## config.mk

```make
export PLATFORM = sky130hd
export DESIGN_NAME = msk_encode_stage_flat
export DESIGN_NICKNAME = d
export VERILOG_FILES = /design/src/rtl/msk_encode_stage_if.sv /design/src/rtl/msk_encode_stage.sv /design/src/flat_wrapper.sv
export SDC_FILE = /design/constraint.sdc
export NUM_CORES = 1
export LEC_CHECK = 0
export CELL_PAD_IN_SITES_DETAIL_PLACEMENT = 1
export CELL_PAD_IN_SITES_GLOBAL_PLACEMENT = 2
export CORE_MARGIN = 1.5
export CORE_UTILIZATION = 29
export CTS_CLUSTER_DIAMETER = 50
export DETAILED_ROUTE_END_ITERATION = 16
export GPL_TIMING_DRIVEN = 1
export PLACE_DENSITY_LB_ADDON = 0.1
export SLEW_MARGIN = 0
export SYNTH_ARGS = -nofsm -noshare
export SYNTH_HDL_FRONTEND = slang
export SYNTH_SLANG_ARGS = --single-unit
```

## constraint.sdc

```tcl
create_clock -name clk -period 2.8 [get_ports clk]
set_clock_uncertainty 0.2 [all_clocks]
set_input_delay 0.84 -clock clk [delete_from_list [all_inputs] [get_ports clk]]
set_output_delay 0.84 -clock clk [all_outputs]
set_load 0.05 [all_outputs]
```

## src/rtl/msk_encode_stage_if.sv

```systemverilog
// Handshake bundle for the masking encoder: unmasked input, fresh randomness, and the shared output.
// The environment side is the master; the encoder stage is the slave.
interface msk_encode_stage_if #(
    parameter int unsigned d     = 2,
    parameter int unsigned count = 1
);
    // Randomness is absent when d == 1; a 1-bit unused bus keeps the width legal.
    localparam int unsigned RW = (d > 1) ? count * (d - 1) : 1;
    localparam int unsigned SW = count * d;

    logic [count-1:0] in_data;
    logic             in_valid;
    logic             in_ready;
    logic [RW-1:0]    rnd;
    logic             rnd_valid;
    logic             rnd_ready;
    logic [SW-1:0]    out_sh;
    logic             out_valid;
    logic             out_ready;

    modport master (
        output in_data, in_valid, rnd, rnd_valid, out_ready,
        input  in_ready, rnd_ready, out_sh, out_valid
    );

    modport slave (
        input  in_data, in_valid, rnd, rnd_valid, out_ready,
        output in_ready, rnd_ready, out_sh, out_valid
    );
endinterface

```

## src/rtl/msk_encode_stage.sv

```systemverilog
// Registered Boolean masking encoder with a 2-entry elastic skid buffer.
// Share j of bit i lives at out_sh[i*d+j]; only shares are ever stored.
module msk_encode_stage #(
    parameter int unsigned d     = 2,
    parameter int unsigned count = 1
) (
    input  logic                 clk,
    input  logic                 rst_n,
    msk_encode_stage_if.slave    bus
);
    localparam int unsigned SW      = count * d;
    localparam bit          HAS_RND = (d > 1);

    typedef enum logic [1:0] {
        EMPTY = 2'd0,
        ONE   = 2'd1,
        FULL  = 2'd2
    } state_e;

    state_e state_q, state_d;

    // Share registers must survive synthesis as distinct flops.
    (* keep = "true" *) logic [SW-1:0] main_q;
    (* keep = "true" *) logic [SW-1:0] skid_q;
    logic [SW-1:0] main_d, skid_d;

    logic in_ready_q, in_ready_d;
    logic out_valid_q, out_valid_d;

    logic [SW-1:0] enc_c;
    logic          mix_c;
    logic          rnd_ok_c;
    logic          acc_c;

    // Combinational encode: share 0 absorbs the data bit and all random shares.
    always_comb begin
        enc_c = '0;
        mix_c = 1'b0;
        for (int unsigned i = 0; i < count; i++) begin
            mix_c = bus.in_data[i];
            for (int unsigned j = 1; j < d; j++) begin
                enc_c[i*d + j] = bus.rnd[i*(d-1) + j - 1];
                mix_c          = mix_c ^ bus.rnd[i*(d-1) + j - 1];
            end
            enc_c[i*d] = mix_c;
        end
    end

    assign rnd_ok_c = HAS_RND ? bus.rnd_valid : 1'b1;
    assign acc_c    = bus.in_valid & in_ready_q & rnd_ok_c;

    // Next state and buffer moves keyed on occupancy.
    always_comb begin
        state_d = state_q;
        main_d  = main_q;
        skid_d  = skid_q;
        unique case (state_q)
            EMPTY: begin
                if (acc_c) begin
                    state_d = ONE;
                    main_d  = enc_c;
                end
            end
            ONE: begin
                if (acc_c && !bus.out_ready) begin
                    state_d = FULL;
                    skid_d  = enc_c;
                end else if (acc_c) begin
                    main_d = enc_c;
                end else if (bus.out_ready) begin
                    state_d = EMPTY;
                end
            end
            FULL: begin
                if (bus.out_ready) begin
                    state_d = ONE;
                    main_d  = skid_q;
                end
            end
            default: state_d = EMPTY;
        endcase
        in_ready_d  = (state_d != FULL);
        out_valid_d = (state_d != EMPTY);
    end

    always_ff @(posedge clk or negedge rst_n) begin
        if (!rst_n) begin
            state_q     <= EMPTY;
            main_q      <= '0;
            skid_q      <= '0;
            in_ready_q  <= 1'b0;
            out_valid_q <= 1'b0;
        end else begin
            state_q     <= state_d;
            main_q      <= main_d;
            skid_q      <= skid_d;
            in_ready_q  <= in_ready_d;
            out_valid_q <= out_valid_d;
        end
    end

    // Randomness is consumed exactly on accepted words; never when d == 1.
    assign bus.rnd_ready = HAS_RND & acc_c;
    assign bus.in_ready  = in_ready_q;
    assign bus.out_valid = out_valid_q;
    assign bus.out_sh    = main_q;
endmodule

```

## src/flat_wrapper.sv

```systemverilog
// flat-port wrapper written by rule: the top's interface ports become plain ports
module msk_encode_stage_flat 
#(
    parameter int unsigned d     = 2,
    parameter int unsigned count = 1
)
  (clk, rst_n, bus_in_data, bus_in_valid, bus_rnd, bus_rnd_valid, bus_out_ready, bus_in_ready, bus_rnd_ready, bus_out_sh, bus_out_valid);
  msk_encode_stage_if #(.d(d), .count(count)) bus_i ();
  input  logic clk;
  input  logic rst_n;
  input wire logic [$bits(bus_i.in_data)-1:0] bus_in_data;
  input wire logic [$bits(bus_i.in_valid)-1:0] bus_in_valid;
  input wire logic [$bits(bus_i.rnd)-1:0] bus_rnd;
  input wire logic [$bits(bus_i.rnd_valid)-1:0] bus_rnd_valid;
  input wire logic [$bits(bus_i.out_ready)-1:0] bus_out_ready;
  output wire logic [$bits(bus_i.in_ready)-1:0] bus_in_ready;
  output wire logic [$bits(bus_i.rnd_ready)-1:0] bus_rnd_ready;
  output wire logic [$bits(bus_i.out_sh)-1:0] bus_out_sh;
  output wire logic [$bits(bus_i.out_valid)-1:0] bus_out_valid;
  assign bus_i.in_data = bus_in_data;
  assign bus_i.in_valid = bus_in_valid;
  assign bus_i.rnd = bus_rnd;
  assign bus_i.rnd_valid = bus_rnd_valid;
  assign bus_i.out_ready = bus_out_ready;
  assign bus_in_ready = bus_i.in_ready;
  assign bus_rnd_ready = bus_i.rnd_ready;
  assign bus_out_sh = bus_i.out_sh;
  assign bus_out_valid = bus_i.out_valid;
  msk_encode_stage #(.d(d), .count(count)) u_core (.clk(clk), .rst_n(rst_n), .bus(bus_i));
endmodule
```

==> key figures, run 1 <==
Yosys
  • Register area share after synthesis: 0.4908
  • Number of synthesis warnings: 0
  • Mapped Avg Cell Area: 12.75 µm²
  • Post-synth cell types: 18
  • Yosys reg bits: 8
  • Mapped Cells: 32
  • Area contributors post-synth: dfrtp_1, mux2_2, mux2_4, o221ai_1, buf_4
  • Post-synth top area share: 0.4908
  • Largest area contributor in the netlist: dfrtp_1
  • Syn_nets: 39
  • Post-Syn Area: 407.9 µm²

Floorplan
  • Starting Density: 0.3135
  • Die Area: 1641 µm²
  • Die height: 40.51 µm
  • FP Rows: 13
  • Boundary Pins: 12
  • Die X: 40.51 µm
  • CORE AREA: 1301 µm²

Clocking
  • CTS sink cnt: 8
  • Post-CTS Setup Bufs: 0
  • Latest clock arrival within the worst-skew pair: 250 ps
  • Cts repair resizes: 0
  • Clk slew on worst S/H paths: 60 ps
  • CTS H-tree depth: 1
  • Root buffer cell: clkbuf_4
  • Longest Clk Path Bufs: 2
  • CTS tree: yes
  • CTS Buf Count: 3
  • # hold bufs at CTS: 0

Routing
  • Drc violations: 0
  • Wire length on met2: 435 µm
  • Routed Antenna Nets: 0
  • 1st-iter DRT viols: 1
  • Routed WL per cell: 14.35 µm
  • DRT met1 WL: 380 µm
  • Pre-Repair DR Iteration Count: 4
  • Vias/cell: 5.067
  • WL met3: 45 µm
  • Vias: 304
  • DRT Wirelength: 861 µm
  • DR top layer: met3

Worst setup path
  • CP startpoint: bus_in_valid
  • WS Path Type: in2out
  • Maximum fanout along the worst path: 3
  • Critical R2R Launch: u_core.bus.in_ready$_DFF_PN0_
  • WP data arrival: 1700 ps
  • CP Data Required Time: 1760 ps
  • Critical path endpoint category: output port
  • Critical path startpoint category: input port

STA
  • Final setup violation count: 0
  • Number of hold violations in the final report: 0
  • Setup TNS: 0 ps
  • Setup WS post-layout: 59.39 ps
  • FMAX: 364.9 MHz
  • Final Max Slew Viols: 0
  • Unrepaired setup endpoints after global routing: no
  • Final critical-path required period: 2741 ps
  • Crit share post-route: 0.9788
  • Hold Slack: 312.5 ps
  • Least-Margin Pin Slew: 503.3 ps
  • Max-slew headroom: 0.6634

Placed design
  • Place WS: 50.67 ps
  • DP Wirelength: 690.7 µm
  • Placed cells: 57
  • Placer Congestion: 0.6391
  • PortBufs: 11

Power and ir drop
  • VDD IR max: 0.0003365 V
  • Static Leakage: 0.2488 nW
  • Overall power: 0.4233 mW
  • Power Dens Cells: 750.2 nW/µm²

Min path
  • Hold Crit Class: reg2reg
  • Hold path startpoint: u_core.bus.out_sh[0]$_DFFE_PN0P_

Final layout
  • Layout cell share with drive strength beyond 1: 0.3111
  • Synth-to-layout area growth: 38.34%
  • Post-route insts no fill: 60
  • N_diodes: 0
  • Final net count: 54

GRT
  • Global-route usage over all layers: 0.1371
  • Pin count of the biggest net entering global routing: 9
  • GRT overflow: 0
  • Antenna violations before repair: 0
  • First-pass GRT wire length: 1.386 mm
  • Number of global-route vias before repair: 326

Status
  • Outcome: complete, no violations

Job
  • Max-cap violations: 0
[cell type report]
type,instances,area (µm²)
fill,147,737.0
sequential,8,200.2
multi-input combinational,21,188.9
timing repair buffer,12,130.1
clock buffer,3,22.52
tap,15,18.77
inverter,1,3.754
[synth_stat cells]
cell      instances
nand3b_1          1
inv_1             1
o221ai_1          2
nand3_2           1
nor2b_2           1
buf_4             2
o21a_1            1
a21boi_0          1
or2_1             1
or3b_4            1
nand2b_1          1
mux2_2            4
nand4_1           1
xor2_1            1
dfrtp_1           8
o21ai_0           2
mux2_4            2
a31oi_1           1
[kinds of logic after synthesis]
logic type                synth area share
AOI/OAI and AO/OA                   0.1197
DFF                                 0.4908
and+or+nand+nor                     0.1381
muxes                               0.1840
xor gates and xnor gates           0.02148
buffers and inverters              0.04599
[routing by layer]
layer | GRT usage | vias up
met5 | 0 | -
met4 | 0.07500 | 0
met3 | 0.03333 | 0
met2 | 0.2222 | 9
met1 | 0.1644 | 149
li1 | - | 146
[cells in the final DEF, fill, tap and decap left out, types with 2 or more instances in the layout]
master	n
mux2_2	4
clkbuf_4	3
mux2_4	2
clkdlybuf4s50_1	9
o21ai_0	2
dfrtp_1	8
o221ai_1	2
[metrics by stage]
stage / cell area (µm²) / utilization
after floorplan: 407.9 / -
after global placement: 539.3 / 0.4144
after detailed placement: 539.3 / 0.4144
after CTS: 561.8 / 0.4317
after global routing: 564.3 / 0.4337
final: 564.3 / 0.4337
[flip-flops by register name, indices dropped and copies added (netlist names)]
signal,cells
u_core.skid_q,2
u_core.state_q,2
u_core.bus.in_ready,1
u_core.bus.out_sh,2
u_core.bus.out_valid,1
[path summary, 6_finish.rpt]
| check | to | slack (ps) | cells past startpoint |
|---|---|---|---|
| max | bus_rnd_ready | 60 | 4 |
| min | u_core.bus.out_sh[0]$_DFFE_PN0P_ | 310 | 1 |
| max reg2reg | u_core.skid_q[1]$_DFFE_PN0N_ | 1120 | 4 |
| min reg2reg | u_core.bus.out_sh[0]$_DFFE_PN0P_ | 310 | 1 |
| max in group asynchronous | u_core.state_q[0]$_DFF_PN0_ | 1480 | 1 |
| min in group asynchronous | u_core.bus.out_sh[0]$_DFFE_PN0P_ | 660 | 1 |
[power by group]
group | internal [mW] | total, mW | switching [mW] | leakage, nW
Clock | 0.0491 | 0.0886 | 0.0395 | 0.0138
Sequential | 0.148 | 0.168 | 0.0196 | 0.0954
Combinational | 0.0788 | 0.167 | 0.0883 | 0.140
Total | 0.276 | 0.423 | 0.147 | 0.249
[critical path, stage by stage]
cell and delay (ps):
clkdlybuf4s50_1 520, nand3_2 100, inv_1 100, buf_12 140
(Power assumes the default switching activity.)
==> inputs of run 2 (changes only) <==
CELL_PAD_IN_SITES_DETAIL_PLACEMENT = 0   (was 1)
CELL_PAD_IN_SITES_GLOBAL_PLACEMENT = 1   (was 2)
CORE_AREA = 2 2 39 41   (was default)
CORE_MARGIN = default   (was 1.5)
CORE_UTILIZATION = default   (was 29)
DIE_AREA = 0 0 41 43   (was default)
==> run 2 against run 1 <==
Effect of this change: cell area is 0.22% lower; power is 0.90% lower; cell count is 1.7% higher; critical path depth stayed put; critical path type unchanged; core utilization is 2.7 points lower.
==> key figures, run 2 (synthesis results as in run 1) <==
Final layout
  • N_diodes: 0 (unchanged)
  • Layout cell share with drive strength beyond 1: 0.3111 (unchanged)
  • Fillcell total: 141 (-4.1%)
  • Fin util: 0.4069 (-0.02678)
  • Leading cell type in the layout, fill and taps excluded: clkdlybuf4s50_1
  • Register area: 200.2 µm² (unchanged)
  • Multi-input logic area: 188.9 µm² (unchanged)
  • Post-route insts no fill: 61 (+1.7%)
  • Synth-to-layout area growth: 38.04%
  • Most frequent cells in the layout: clkdlybuf4s50_1, dfrtp_1, mux2_2
  • Final net count: 54 (unchanged)

Placed design
  • PortBufs: 11 (unchanged)
  • Placed cells: 58 (+1.8%)
  • Placer Congestion: 0.6279 (-1.8%)
  • DP Wirelength: 650.9 µm (-5.8%)

Worst setup path
  • R2r setup slk: 1130 ps (about the same)
  • Maximum fanout along the worst path: 3 (unchanged)
  • CP Cell Sequence: clkdlybuf4s50_1 > nand3_2 > inv_1 > buf_12
  • CP startpoint: bus_rnd_valid
  • R2R Path End: u_core.bus.out_sh[0]$_DFFE_PN0P_
  • Max stage delay on crit path: 520 ps (about the same)
  • Crit path max-delay family: buffers and inverters
  • WS Path Type: in2out
  • Slowest-stage cell, CP: clkdlybuf4s50_1
  • Register-to-Register Path Depth: 3 (-1)
  • Critical R2R Launch: u_core.state_q[1]$_DFF_PN0_
  • CP Data Required Time: 1760 ps (about the same)
  • WP buf/inv: 3 (unchanged)
  • Critical path startpoint category: input port
  • Critical path endpoint category: output port
  • WP data arrival: 1690 ps (about the same)

Clocking
  • CTS sink cnt: 8 (unchanged)
  • Latest clock arrival within the worst-skew pair: 250 ps (about the same)
  • CTS Buf Count: 3 (unchanged)
  • Cts repair resizes: 0 (unchanged)
  • CTS H-tree depth: 1 (unchanged)
  • Clk slew on worst S/H paths: 50 ps (about the same)
  • CTS tree: yes
  • # hold bufs at CTS: 0 (unchanged)
  • Post-CTS Setup Bufs: 0 (unchanged)
  • Root buffer cell: clkbuf_4
  • Longest Clk Path Bufs: 2 (unchanged)

Routing
  • Drc violations: 0 (unchanged)
  • DRT Wirelength: 826 µm (-4.1%)
  • 1st-iter DRT viols: 0 (-1)
  • Vias/cell: 5.082 (+0.30%)
  • Routed Antenna Nets: 0 (unchanged)
  • Pre-Repair DR Iteration Count: 1 (-3)
  • Routed WL per cell: 13.54 µm (-5.6%)
  • Vias: 310 (+2.0%)

STA
  • Setup TNS: 0 ps (unchanged)
  • Max-slew headroom: 0.6655 (+0.002110)
  • Hold Slack: 311.3 ps (-1.195 ps)
  • FMAX: 366.2 MHz (+0.36%)
  • Final Max Slew Viols: 0 (unchanged)
  • Final critical-path required period: 2731 ps (-9.961 ps)
  • Number of hold violations in the final report: 0 (unchanged)
  • Crit share post-route: 0.9752 (-0.003557)
  • Final setup violation count: 0 (unchanged)
  • Least-Margin Pin Slew: 500.1 ps (-3.154 ps)
  • Unrepaired setup endpoints after global routing: no

GRT
  • Pin count of the biggest net entering global routing: 9 (unchanged)
  • Global-route usage over all layers: 0.1129 (-0.02418)
  • Antenna violations before repair: 0 (unchanged)
  • Number of global-route vias before repair: 341 (+4.6%)
  • First-pass GRT wire length: 1.248 mm (-10%)
  • GRT overflow: 0 (unchanged)

Power and ir drop
  • Power Dens Cells: 745.1 nW/µm² (-0.68%)
  • VDD IR max: 0.0003810 V (+13%)
  • Static Leakage: 0.2397 nW (-3.7%)

Min path
  • Hold path startpoint: u_core.skid_q[0]$_DFFE_PN0N_
  • Hold Crit Class: reg2reg
  • Hold path depth: 1 (unchanged)
  • Hold worst-path end: u_core.skid_q[0]$_DFFE_PN0N_

Floorplan
  • Die Area: 1763 µm² (+7.5%)
  • Boundary Pins: 12 (unchanged)
  • CORE AREA: 1384 µm² (+6.3%)
  • Die height: 43 µm (+6.2%)
  • Die X: 41 µm (+1.2%)
  • FP Rows: 14 (+1)
  • Starting Density: 0.2948 (-0.01871)

Job
  • Max-cap violations: 0 (unchanged)

Status
  • Outcome: complete, no violations
[run 2: cell types whose count changed in the layout (fill, tap and decap cells not counted)]
| cell | delta |
|---|---|
| clkdlybuf4s50_1 | +1 |
| dlymetal6s2s_1 | -1 |
[run 2: layout make-up]
| type | count | area share |
|---|---|---|
| sequential | 8 | 0.3556 |
| clock buffer | 3 | 0.04000 |
| inverter | 1 | 0.006667 |
| tap | 16 | 0.03556 |
| multi-input combinational | 21 | 0.3356 |
| timing repair buffer | 12 | 0.2267 |
[run 2: where the power goes]
part | internal [mW] | switching (mW)
registers | 0.148 | 0.0185
clock network | 0.0488 | 0.0360
logic | 0.0790 | 0.0891
[run 2: how the worst max path moves through the flow]
stage,end,slack (ps),cells past startpoint
floorplan,bus_rnd_ready,470,2
global placement,bus_rnd_ready,70,4
detailed placement,bus_rnd_ready,70,4
CTS,bus_rnd_ready,60,4
global route,bus_rnd_ready,30,4
finish,bus_rnd_ready,70,4
[run 2: metrics by stage]
step	power (mW)	worst slack, ps	area, µm²
2_1_floorplan	0.2924	472.0	407.9
5_1_grt	0.4442	32.58	563.0
3_3_place_gp	0.3328	71.99	540.5
6_report	0.4195	69.35	563.0
3_5_place_dp	0.3373	66.37	540.5
4_1_cts	0.4254	60.18	563.0
[run 2: per-layer routing]
layer,up-vias,GRT usage,share of wire
met2,9,0.2063,0.58
met3,2,0.03141,0.067
met1,154,0.09060,0.35
li1,145,-,-
met5,-,0,0
met4,0,0.08000,0.0048
